===== src/rtl/dual_port_inorder_queue_pkg.sv =====
// Shared out-of-order payload layout plus small helpers for the in-order queue.
// The queue itself treats the payload as opaque; only its total width matters here.
package dual_port_inorder_queue_pkg;

  localparam int FORMAT_W    = 4;
  localparam int OPCODE_W    = 8;
  localparam int ADDRESS_W   = 32;
  localparam int FUNC_UNIT_W = 4;
  localparam int MAJ_ID_W    = 8;
  localparam int MIN_ID_W    = 8;
  localparam int PID_W       = 4;
  localparam int TID_W       = 4;
  localparam int OPERAND_W   = 32;
  localparam int BODY_W      = 88;

  localparam int PAYLOAD_WIDTH = FORMAT_W + OPCODE_W + ADDRESS_W + FUNC_UNIT_W + MAJ_ID_W
                               + MIN_ID_W + PID_W + TID_W + 3 * OPERAND_W + BODY_W;

  typedef enum logic [FUNC_UNIT_W-1:0] {
    FU_ALU  = 4'd0,
    FU_MUL  = 4'd1,
    FU_LSU  = 4'd2,
    FU_BRU  = 4'd3
  } func_unit_e;

  // Field order is MSB first; offsets follow from the packed struct layout.
  typedef struct packed {
    logic [FORMAT_W-1:0]  format;
    logic [OPCODE_W-1:0]  opcode;
    logic [ADDRESS_W-1:0] address;
    func_unit_e           func_unit;
    logic [MAJ_ID_W-1:0]  maj_id;
    logic [MIN_ID_W-1:0]  min_id;
    logic [PID_W-1:0]     pid;
    logic [TID_W-1:0]     tid;
    logic [OPERAND_W-1:0] operand0;
    logic [OPERAND_W-1:0] operand1;
    logic [OPERAND_W-1:0] operand2;
    logic [BODY_W-1:0]    body;
  } payload_t;

  localparam int OPCODE_OFFSET = PAYLOAD_WIDTH - FORMAT_W - OPCODE_W;

  function automatic logic [OPCODE_W-1:0] payload_opcode(input payload_t p);
    return p.opcode;
  endfunction

endpackage


===== src/rtl/dual_port_inorder_queue_if.sv =====
// Request/response bundle of the dual-port in-order queue.
interface dual_port_inorder_queue_if
  import dual_port_inorder_queue_pkg::*;
#(
  parameter int queueIndexBits = 3,
  parameter int entryWidth     = PAYLOAD_WIDTH
);
  // Requests are single-cycle strobes sampled on the rising edge, slot 0 older/head.
  // Slot 1 is only honoured together with slot 0; a request the queue cannot satisfy
  // in full is dropped whole and reported through the sticky overflow/underflow flags.
  logic                      flush_i;
  logic                      writeEnable0_i;
  logic                      writeEnable1_i;
  logic [entryWidth-1:0]     entry0_i;
  logic [entryWidth-1:0]     entry1_i;
  logic                      readEnable0_i;
  logic                      readEnable1_i;
  logic [entryWidth-1:0]     entry0_o;
  logic [entryWidth-1:0]     entry1_o;
  logic                      valid0_o;
  logic                      valid1_o;
  logic [queueIndexBits-1:0] head_o;
  logic [queueIndexBits-1:0] tail_o;
  logic [queueIndexBits:0]   count_o;
  logic                      isEmpty_o;
  logic                      isFull_o;
  logic                      almostFull_o;
  logic                      overflow_o;
  logic                      underflow_o;

  modport master (
    output flush_i, writeEnable0_i, writeEnable1_i, entry0_i, entry1_i,
           readEnable0_i, readEnable1_i,
    input  entry0_o, entry1_o, valid0_o, valid1_o, head_o, tail_o, count_o,
           isEmpty_o, isFull_o, almostFull_o, overflow_o, underflow_o
  );

  modport slave (
    input  flush_i, writeEnable0_i, writeEnable1_i, entry0_i, entry1_i,
           readEnable0_i, readEnable1_i,
    output entry0_o, entry1_o, valid0_o, valid1_o, head_o, tail_o, count_o,
           isEmpty_o, isFull_o, almostFull_o, overflow_o, underflow_o
  );
endinterface


===== src/rtl/dual_port_inorder_queue_storage.sv =====
// Two-write / two-read payload array; writes on the rising edge, reads combinational.
module queue_storage_2w2r #(
  parameter int IDX_BITS = 3,
  parameter int WIDTH    = 256
) (
  input  logic                clk,
  input  logic                we0,
  input  logic                we1,
  input  logic [IDX_BITS-1:0] waddr0,
  input  logic [IDX_BITS-1:0] waddr1,
  input  logic [WIDTH-1:0]    wdata0,
  input  logic [WIDTH-1:0]    wdata1,
  input  logic [IDX_BITS-1:0] raddr0,
  input  logic [IDX_BITS-1:0] raddr1,
  output logic [WIDTH-1:0]    rdata0,
  output logic [WIDTH-1:0]    rdata1
);
  logic [WIDTH-1:0] mem [2**IDX_BITS];

  // The two write addresses are always tail and tail+1, so they never collide.
  always_ff @(posedge clk) begin
    if (we0) mem[waddr0] <= wdata0;
    if (we1) mem[waddr1] <= wdata1;
  end

  assign rdata0 = mem[raddr0];
  assign rdata1 = mem[raddr1];
endmodule


===== src/rtl/dual_port_inorder_queue.sv =====
// In-order queue accepting up to two enqueues and two dequeues per cycle.
// Pointer/count control lives here; payload storage is in queue_storage_2w2r.
module dual_port_inorder_queue
  import dual_port_inorder_queue_pkg::*;
#(
  parameter int queueIndexBits  = 3,
  parameter int entryWidth      = PAYLOAD_WIDTH,
  parameter int almostFullSlack = 2
) (
  input  logic                     clock_i,
  input  logic                     reset_i,
  dual_port_inorder_queue_if.slave q
);
  typedef logic [queueIndexBits-1:0] ptr_t;
  typedef logic [queueIndexBits:0]   cnt_t;

  localparam cnt_t DEPTH   = {1'b1, {queueIndexBits{1'b0}}};
  localparam cnt_t CNT_ONE = {{queueIndexBits{1'b0}}, 1'b1};
  localparam cnt_t CNT_TWO = CNT_ONE << 1;
  localparam cnt_t SLACK   = almostFullSlack[queueIndexBits:0];

  ptr_t head, tail;
  cnt_t count;
  logic overflow, underflow;

  cnt_t free_slots, wr_req, rd_req, wr_acc, rd_acc;
  logic wr_bad, rd_bad, wr_fits, rd_fits;
  logic we0_acc, we1_acc, rd0_acc, rd1_acc;
  logic wr_reject, rd_reject;

  always_comb begin
    free_slots = DEPTH - count;
    wr_bad     = q.writeEnable1_i & ~q.writeEnable0_i;
    rd_bad     = q.readEnable1_i & ~q.readEnable0_i;
    wr_req     = '0;
    rd_req     = '0;
    if (q.writeEnable0_i) wr_req = q.writeEnable1_i ? CNT_TWO : CNT_ONE;
    if (q.readEnable0_i)  rd_req = q.readEnable1_i ? CNT_TWO : CNT_ONE;
    // Space and occupancy are judged at cycle start: a same-cycle read frees nothing.
    wr_fits   = (wr_req <= free_slots);
    rd_fits   = (rd_req <= count);
    we0_acc   = ~q.flush_i & q.writeEnable0_i & wr_fits;
    we1_acc   = we0_acc & q.writeEnable1_i;
    rd0_acc   = ~q.flush_i & q.readEnable0_i & rd_fits;
    rd1_acc   = rd0_acc & q.readEnable1_i;
    wr_reject = ~q.flush_i & (wr_bad | ~wr_fits);
    rd_reject = ~q.flush_i & (rd_bad | ~rd_fits);
    wr_acc    = '0;
    rd_acc    = '0;
    if (we0_acc) wr_acc = we1_acc ? CNT_TWO : CNT_ONE;
    if (rd0_acc) rd_acc = rd1_acc ? CNT_TWO : CNT_ONE;
  end

  always_ff @(posedge clock_i or posedge reset_i) begin
    if (reset_i) begin
      head      <= '0;
      tail      <= '0;
      count     <= '0;
      overflow  <= 1'b0;
      underflow <= 1'b0;
    end else if (q.flush_i) begin
      head  <= '0;
      tail  <= '0;
      count <= '0;
    end else begin
      head      <= head + ptr_t'(rd_acc);
      tail      <= tail + ptr_t'(wr_acc);
      count     <= count + wr_acc - rd_acc;
      overflow  <= overflow | wr_reject;
      underflow <= underflow | rd_reject;
    end
  end

  // Storage has no reset, so writes are held off while reset is asserted.
  queue_storage_2w2r #(
    .IDX_BITS (queueIndexBits),
    .WIDTH    (entryWidth)
  ) u_storage (
    .clk    (clock_i),
    .we0    (we0_acc & ~reset_i),
    .we1    (we1_acc & ~reset_i),
    .waddr0 (tail),
    .waddr1 (tail + ptr_t'(1)),
    .wdata0 (q.entry0_i),
    .wdata1 (q.entry1_i),
    .raddr0 (head),
    .raddr1 (head + ptr_t'(1)),
    .rdata0 (q.entry0_o),
    .rdata1 (q.entry1_o)
  );

  assign q.head_o       = head;
  assign q.tail_o       = tail;
  assign q.count_o      = count;
  assign q.valid0_o     = (count >= CNT_ONE);
  assign q.valid1_o     = (count >= CNT_TWO);
  assign q.isEmpty_o    = (count == '0);
  assign q.isFull_o     = (count == DEPTH);
  assign q.almostFull_o = (free_slots <= SLACK);
  assign q.overflow_o   = overflow;
  assign q.underflow_o  = underflow;
endmodule

===== src/flat_wrapper.sv =====
// flat-port wrapper written by rule: the top's interface ports become plain ports
module dual_port_inorder_queue_flat import dual_port_inorder_queue_pkg::*;
#(
  parameter int queueIndexBits  = 3,
  parameter int entryWidth      = PAYLOAD_WIDTH,
  parameter int almostFullSlack = 2
)
  (clock_i, reset_i, q_flush_i, q_writeEnable0_i, q_writeEnable1_i, q_entry0_i, q_entry1_i, q_readEnable0_i, q_readEnable1_i, q_entry0_o, q_entry1_o, q_valid0_o, q_valid1_o, q_head_o, q_tail_o, q_count_o, q_isEmpty_o, q_isFull_o, q_almostFull_o, q_overflow_o, q_underflow_o);
  dual_port_inorder_queue_if #(.queueIndexBits(queueIndexBits), .entryWidth(entryWidth)) q_i ();
  input  logic clock_i;
  input  logic reset_i;
  input wire logic [$bits(q_i.flush_i)-1:0] q_flush_i;
  input wire logic [$bits(q_i.writeEnable0_i)-1:0] q_writeEnable0_i;
  input wire logic [$bits(q_i.writeEnable1_i)-1:0] q_writeEnable1_i;
  input wire logic [$bits(q_i.entry0_i)-1:0] q_entry0_i;
  input wire logic [$bits(q_i.entry1_i)-1:0] q_entry1_i;
  input wire logic [$bits(q_i.readEnable0_i)-1:0] q_readEnable0_i;
  input wire logic [$bits(q_i.readEnable1_i)-1:0] q_readEnable1_i;
  output wire logic [$bits(q_i.entry0_o)-1:0] q_entry0_o;
  output wire logic [$bits(q_i.entry1_o)-1:0] q_entry1_o;
  output wire logic [$bits(q_i.valid0_o)-1:0] q_valid0_o;
  output wire logic [$bits(q_i.valid1_o)-1:0] q_valid1_o;
  output wire logic [$bits(q_i.head_o)-1:0] q_head_o;
  output wire logic [$bits(q_i.tail_o)-1:0] q_tail_o;
  output wire logic [$bits(q_i.count_o)-1:0] q_count_o;
  output wire logic [$bits(q_i.isEmpty_o)-1:0] q_isEmpty_o;
  output wire logic [$bits(q_i.isFull_o)-1:0] q_isFull_o;
  output wire logic [$bits(q_i.almostFull_o)-1:0] q_almostFull_o;
  output wire logic [$bits(q_i.overflow_o)-1:0] q_overflow_o;
  output wire logic [$bits(q_i.underflow_o)-1:0] q_underflow_o;
  assign q_i.flush_i = q_flush_i;
  assign q_i.writeEnable0_i = q_writeEnable0_i;
  assign q_i.writeEnable1_i = q_writeEnable1_i;
  assign q_i.entry0_i = q_entry0_i;
  assign q_i.entry1_i = q_entry1_i;
  assign q_i.readEnable0_i = q_readEnable0_i;
  assign q_i.readEnable1_i = q_readEnable1_i;
  assign q_entry0_o = q_i.entry0_o;
  assign q_entry1_o = q_i.entry1_o;
  assign q_valid0_o = q_i.valid0_o;
  assign q_valid1_o = q_i.valid1_o;
  assign q_head_o = q_i.head_o;
  assign q_tail_o = q_i.tail_o;
  assign q_count_o = q_i.count_o;
  assign q_isEmpty_o = q_i.isEmpty_o;
  assign q_isFull_o = q_i.isFull_o;
  assign q_almostFull_o = q_i.almostFull_o;
  assign q_overflow_o = q_i.overflow_o;
  assign q_underflow_o = q_i.underflow_o;
  dual_port_inorder_queue #(.queueIndexBits(queueIndexBits), .entryWidth(entryWidth), .almostFullSlack(almostFullSlack)) u_core (.clock_i(clock_i), .reset_i(reset_i), .q(q_i));
endmodule

===== config.mk =====
export PLATFORM = sky130hd
export DESIGN_NAME = dual_port_inorder_queue_flat
export DESIGN_NICKNAME = d
export VERILOG_FILES = /design/src/rtl/dual_port_inorder_queue_pkg.sv /design/src/rtl/dual_port_inorder_queue_if.sv /design/src/rtl/dual_port_inorder_queue_storage.sv /design/src/rtl/dual_port_inorder_queue.sv /design/src/flat_wrapper.sv
export SDC_FILE = /design/constraint.sdc
export NUM_CORES = 2
export LEC_CHECK = 0
export ABC_CLOCK_PERIOD_IN_PS = 65099
export BUFFER_PORTS_ARGS = -buffer_cell sky130_fd_sc_hd__buf_2
export CAP_MARGIN = 20
export CORE_UTILIZATION = 45
export CTS_BUF_LIST = sky130_fd_sc_hd__clkbuf_4
export DETAILED_ROUTE_END_ITERATION = 7
export GPL_ROUTABILITY_DRIVEN = 0
export PLACE_DENSITY = 0.68
export SLEW_MARGIN = 20
export SYNTH_ARGS = -nofsm -noshare
export SYNTH_HDL_FRONTEND = slang
export SYNTH_SLANG_ARGS = --single-unit
export TNS_END_PERCENT = 20

===== constraint.sdc =====
create_clock -name clock_i -period 65.1 [get_ports clock_i]
set_input_delay 6.51 -clock clock_i [delete_from_list [all_inputs] [get_ports clock_i]]
set_output_delay 6.51 -clock clock_i [all_outputs]
set_load 0.1 [all_outputs]

Word level (Yosys, flattened, before mapping)
Memories as Yosys holds them, arrays and structs flattened.
Cells that the tools add are included.
{"block": "classes", "eq_ne": 1, "reduce_logical": 1, "magnitude_cmp": 5, "mux": 15, "addsub": 7, "n_bitwise": 22}
{"operator": "4-bit two-way mux", "count": 5}
{"operator": "1-bit AND", "count": 12}
{"operator": "4-bit <= comparator", "count": 2}
{"operator": "2-bit two-way mux", "count": 4}
{"operator": "3-bit by 1-bit adder with 3-bit output (second input constant)", "count": 2}
{"operator": "3-bit adder", "count": 2}
{"operator": "3-bit two-way mux", "count": 2}
{"operator": "1-bit inverter", "count": 6}
{"operator": "4-bit adder", "count": 1}
{"operator": "4-bit == test (second input constant)", "count": 1}
{"operator": "4-bit by 1-bit greater-or-equal comparator with 1-bit output (second input constant)", "count": 1}
{"operator": "4-bit by 2-bit greater-or-equal comparator with 1-bit output (second input constant)", "count": 1}
{"operator": "4-bit by 2-bit <= comparator with 1-bit output (second input constant)", "count": 1}
{"operator": "4-bit zero test", "count": 1}
{"operator": "1-bit two-way mux", "count": 4}
{"operator": "1-bit bitwise OR", "count": 4}
{"operator": "4-bit subtractor", "count": 1}
{"operator": "4-bit subtractor (first input constant)", "count": 1}
{"block": "word_totals", "output_inout_bits": 529, "memories": 1, "ram_bits": 2048, "inputBits": 519, "register_bits": 12}
{"name": "u_core.u_storage.mem", "depth": 8, "width": 256, "read_ports": 2, "rd_ports_with_merged_regs": 0, "wr": 2, "line_no": "dual_port_inorder_queue_storage.sv:18", "rtl": "logic [WIDTH-1:0] mem [2**IDX_BITS];"}

Depth between registers and ports, before layout
{"block": "logic_depth", "depth_word": 10, "ltp_mapped": 16}

Cells and area by module
A second synthesis with hierarchy kept.
{"block": "hier_totals", "hier_cells": 6278, "area_unflattened_um2": 117906.8}
{"mod": "queue_storage_2w2r", "n_inst": 1, "area_per_inst_um2": 116889.6, "cells_each": 6169, "seq_area_each_um2": 61499.0}
{"mod": "dual_port_inorder_queue", "n_inst": 1, "area_per_inst_um2": 1017.2, "cells_each": 109, "seq_area_each_um2": 300.3}

Worst setup path before layout
Ideal clock, no wire load.
{"block": "synth_timing", "path_kind": "in2reg", "startpoint": "in q_writeEnable1_i", "endpoint": "mem u_core.u_storage.mem[1][0] (enable)", "setup_time_ns": 1.570, "n_path_buf": 0, "t_required_ns": 63.530, "arrival_ns": 33.402, "path_slack_ns": 30.128, "cell_stages": 7, "path_cell_list": "and2_1 ha_1 nor2b_1 o21ai_1 nor3_4 or4_1 o41ai_1"}
{"item": "start, declared", "line_no": "flat_wrapper.sv:14", "rtl": "input wire logic [$bits(q_i.writeEnable1_i)-1:0] q_writeEnable1_i;"}
{"item": "end, declared", "line_no": "dual_port_inorder_queue_storage.sv:18"}

Final worst setup path
{"block": "layout_timing", "startpoint": "reg u_core.head[0] (netlist: u_core.q.head_o[0])", "endpoint": "out q_entry1_o[106]"}
{"block": "layout_between", "elab_chain_cells": 2}
{"item": "start, declared", "line_no": "dual_port_inorder_queue.sv:22", "rtl": "ptr_t head, tail;"}
{"item": "start signal, assigned", "line_no": "dual_port_inorder_queue.sv:66", "rtl": "head <= head + ptr_t'(rd_acc);"}
{"item": "3-bit by 1-bit adder with 3-bit output", "line_no": "dual_port_inorder_queue.sv:87", "rtl": ".raddr1 (head + ptr_t'(1)),"}
{"item": "memory 8 x 256 bit"}
{"item": "end, declared", "line_no": "flat_wrapper.sv:20", "rtl": "output wire logic [$bits(q_i.entry1_o)-1:0] q_entry1_o;"}
Every way passes these cells.

==> flow_summary.toml <==
[floorplan]
coreArea_mm2 = 0.263
die_w_um = 517
start_util_pct = 45.4
io-pin-count = 1048
fp.dieArea_mm2 = 0.267
die_h_um = 517
rows = 188

[clock_network]
cts_resized = 0
cts_max_level = 6
clock_latency_ns = 1.58
cts.sinks = 2060
holdBufCountCts = 0
cts_tree = "done"
cts-root-buf = "clkbuf_4"
numCtsBuffers = 582
path_clk_slew_ns = 0.07
post_cts_buffers = 0
clockBufferDepth = 4

[worst_setup_path]
path_buf_inv = 6
critPathLaunchType = "register"
cpMostUsedCell = "buf_4"
cp.arrival_ns = 8.40
cp.required_ns = 58.59
cp_top_family = "buffers and inverters"
cp-end-kind = "output pin"
crit_fanout = 43
critical_path_class = "register to output pin"
cpMaxStageDelayCell = "dfrtp_4"
cp_cell_sequence = "ha_4, buf_4, buf_4, buf_4, buf_4, buf_4, mux4_2, mux2_2, buf_2"
crit_path_max_incr_delay_ns = 0.97

[synthesis]
synthAdderAreaFrac_pct = 0.256
synthArstFlopShare_pct = 0.583
synth.net_count = 6819
synthSimpleGateAreaFrac_pct = 0.298
yosysTopAreaCell = "edfxtp_1"
postSynthCellCount = 6278
synth-seq-cells = 2060
synth.area.top_cells = "edfxtp_1, mux4_2, mux2_2"
synth_cell_types = 49
synth_top_family_by_area = "multiplexers"
avgSynthCellArea_um2 = 19.0
muxShareOfSynthArea_pct = 44.9
synth_flop_cell = "edfxtp_1"
synth_area_mm2 = 0.119
yosysTopAreaCellShare_pct = 51.6
synthXorXnorAreaFrac_pct = 0.0514
synth_warnings = 0
yosysSeqAreaShare_pct = 51.8
synth-edff-count = 2048
synth-compound-area-share_pct = 0.120

[placed_design]
pre_cts_slack_ns = 51.49
portBuffers = 1047
place_area_mm2 = 0.127
dp_cells = 10449
hpwl_um = 213000

[sta]
fin_ws_ns = 50.19
post-route-min-period_ns = 14.91
fin_skew_ns = 0.140
slew_violations = 0
finalCritPeriodShare_pct = 22.9
setup_tns_ns = 0
setup_viol = 0
worst_pin_slew_ns = 1.48
hold_viol_final = 0
slew_headroom_pct = 1.22
rsz0062_at_grt = "false"
max_freq_mhz = 67.1

[final_layout]
final_cell_mix = "edfxtp_1, mux2_2, buf_2"
nets = 8060
final_area_mm2 = 0.135
layout.cells.non_filler = 11574
layout-drive-gt1-share_pct = 67.2
area_growth_pct = 13.2
final_common_cell = "edfxtp_1"

[global_routing]
grt_pass1_wl_um = 526000
antenna_found_initial = 174
grt_max_degree = 129
grt_pass1_vias = 75294
gr-total-overflow = 0
grt_util_all_layers_pct = 27.0

[drt]
drt-initial-drc-count = 6381
first_pass_iters = 5
routedWlPerCell_um = 32.1
drc = 0
vias = 72598
viasPerCell = 6.27
wl_um = 371000
postRouteAntennaNets = 0

[power_and_ir_drop]
switching_power_mw = 1.54
p_int_mw = 2.51
p_leak_nw = 46.0
p_sw_share_pct = 38.0
comb_power_share_pct = 32.4
seqPwrFrac_pct = 37.5
p_per_area_mw_per_mm2 = 30.0
max-vdd-ir-drop_uv = 24.5
p_clk_share_pct = 30.1

[hold_path]
hold_class = "register to register"

[run]
maxCapViolCount = 0

[status]
outcome = "complete, no violations"
-- kinds of logic after synthesis --
family / count (synthesis)
xor gates and xnor gates: 7
and+or+nand+nor: 55
muxes: 3584
buffers and inverters: 532
AOI/OAI and AO/OA: 18
adders and majority gates: 22
DFF: 2060
-- stage by stage --
stage / total power [mW] / hold WS [ns] / utilization, %
floorplan: 2.59 / 1.06 / -
global placement: 2.85 / 0.454 / 48.4
detailed placement: 2.85 / 0.465 / 48.4
CTS: 4.07 / 0.475 / 51.2
global route: 4.18 / 0.497 / 51.3
finish: 4.04 / 0.470 / 51.3
-- final cells by class --
type / count / area (µm²)
fill: 21836 / 128000
inverter: 18 / 67.6
tap: 3515 / 4400
sequential: 2060 / 61800
antenna: 133 / 333
multi-input combinational: 3686 / 54600
timing repair buffer: 1171 / 6450
clock inverter: 168 / 1140
clock buffer: 823 / 6180
-- synth_stat cells (all sizes together), types with 2 or more instances --
master,count
mux2,2560
dfrtp,12
inv,18
or3,4
clkbuf,162
o41ai,2
xnor2,3
o21bai,2
a41o,2
a211oi,2
xor2,4
or2,2
nor2,10
nor3,4
mux4,1024
nor2b,9
fa,4
nand2,7
buf,352
nor4,2
nand2b,3
nand3,6
a21oi,3
and2,4
edfxtp,2048
o21ai,2
ha,18
-- path summary, 6_finish.rpt --
path | start | endpoint | slack, ns | cells after the start
max in group asynchronous | reset_i | u_core.q.head_o[2] | 59.43 | 2
min in group asynchronous | reset_i | u_core.q.head_o[0] | 5.16 | 2
hold reg to reg | u_core.q.underflow_o | u_core.q.underflow_o | 0.47 | 1
setup / recovery | u_core.q.head_o[0] | q_entry1_o[106] | 50.19 | 9
setup reg to reg | u_core.q.count_o[0] | u_core.u_storage.mem[3][8] | 57.89 | 13
hold / removal | u_core.q.underflow_o | u_core.q.underflow_o | 0.47 | 1
-- power by group through the flow --
stage / Clock, mW / Sequential (mW) / Combinational (mW)
5_1_grt: 1.30 / 1.52 / 1.36
6_report: 1.22 / 1.52 / 1.31
3_3_place_gp: 0 / 1.54 / 1.30
2_1_floorplan: 0 / 1.56 / 1.03
4_1_cts: 1.24 / 1.52 / 1.32
3_5_place_dp: 0 / 1.54 / 1.31
-- routing by layer --
layer  share of wire [%]  vias up  GRT usage (%)  wire length [µm]
met3                  10      819           8.57             37100
met5                0.20        -              0               724
met1                  38    38619           33.1            140000
met4                 4.1      112           12.4             15200
li1                    -    29579              -                 -
met2                  48     3469           43.7            178000
-- sequential cells by signal, indices dropped and copies added, names as in the netlist --
| signal | count |
|---|---|
| u_core.u_storage.mem | 2048 |
| u_core.q.count_o | 4 |
| u_core.q.head_o | 3 |
| u_core.q.tail_o | 3 |
| u_core.q.overflow_o | 1 |
| u_core.q.underflow_o | 1 |
-- worst reg2reg max path: cells and delay by family, from the launching register on --
kind	cells	cell delay, ns
adder cells (fa/ha/maj)	2	0.61
buffers and inverters	6	3.95
multiplexers	1	0.44
AND/OR/NAND/NOR	3	1.37
AO/OA/AOI/OAI	1	0.12
flip-flops	1	0.47
(Power assumes the default switching activity.)
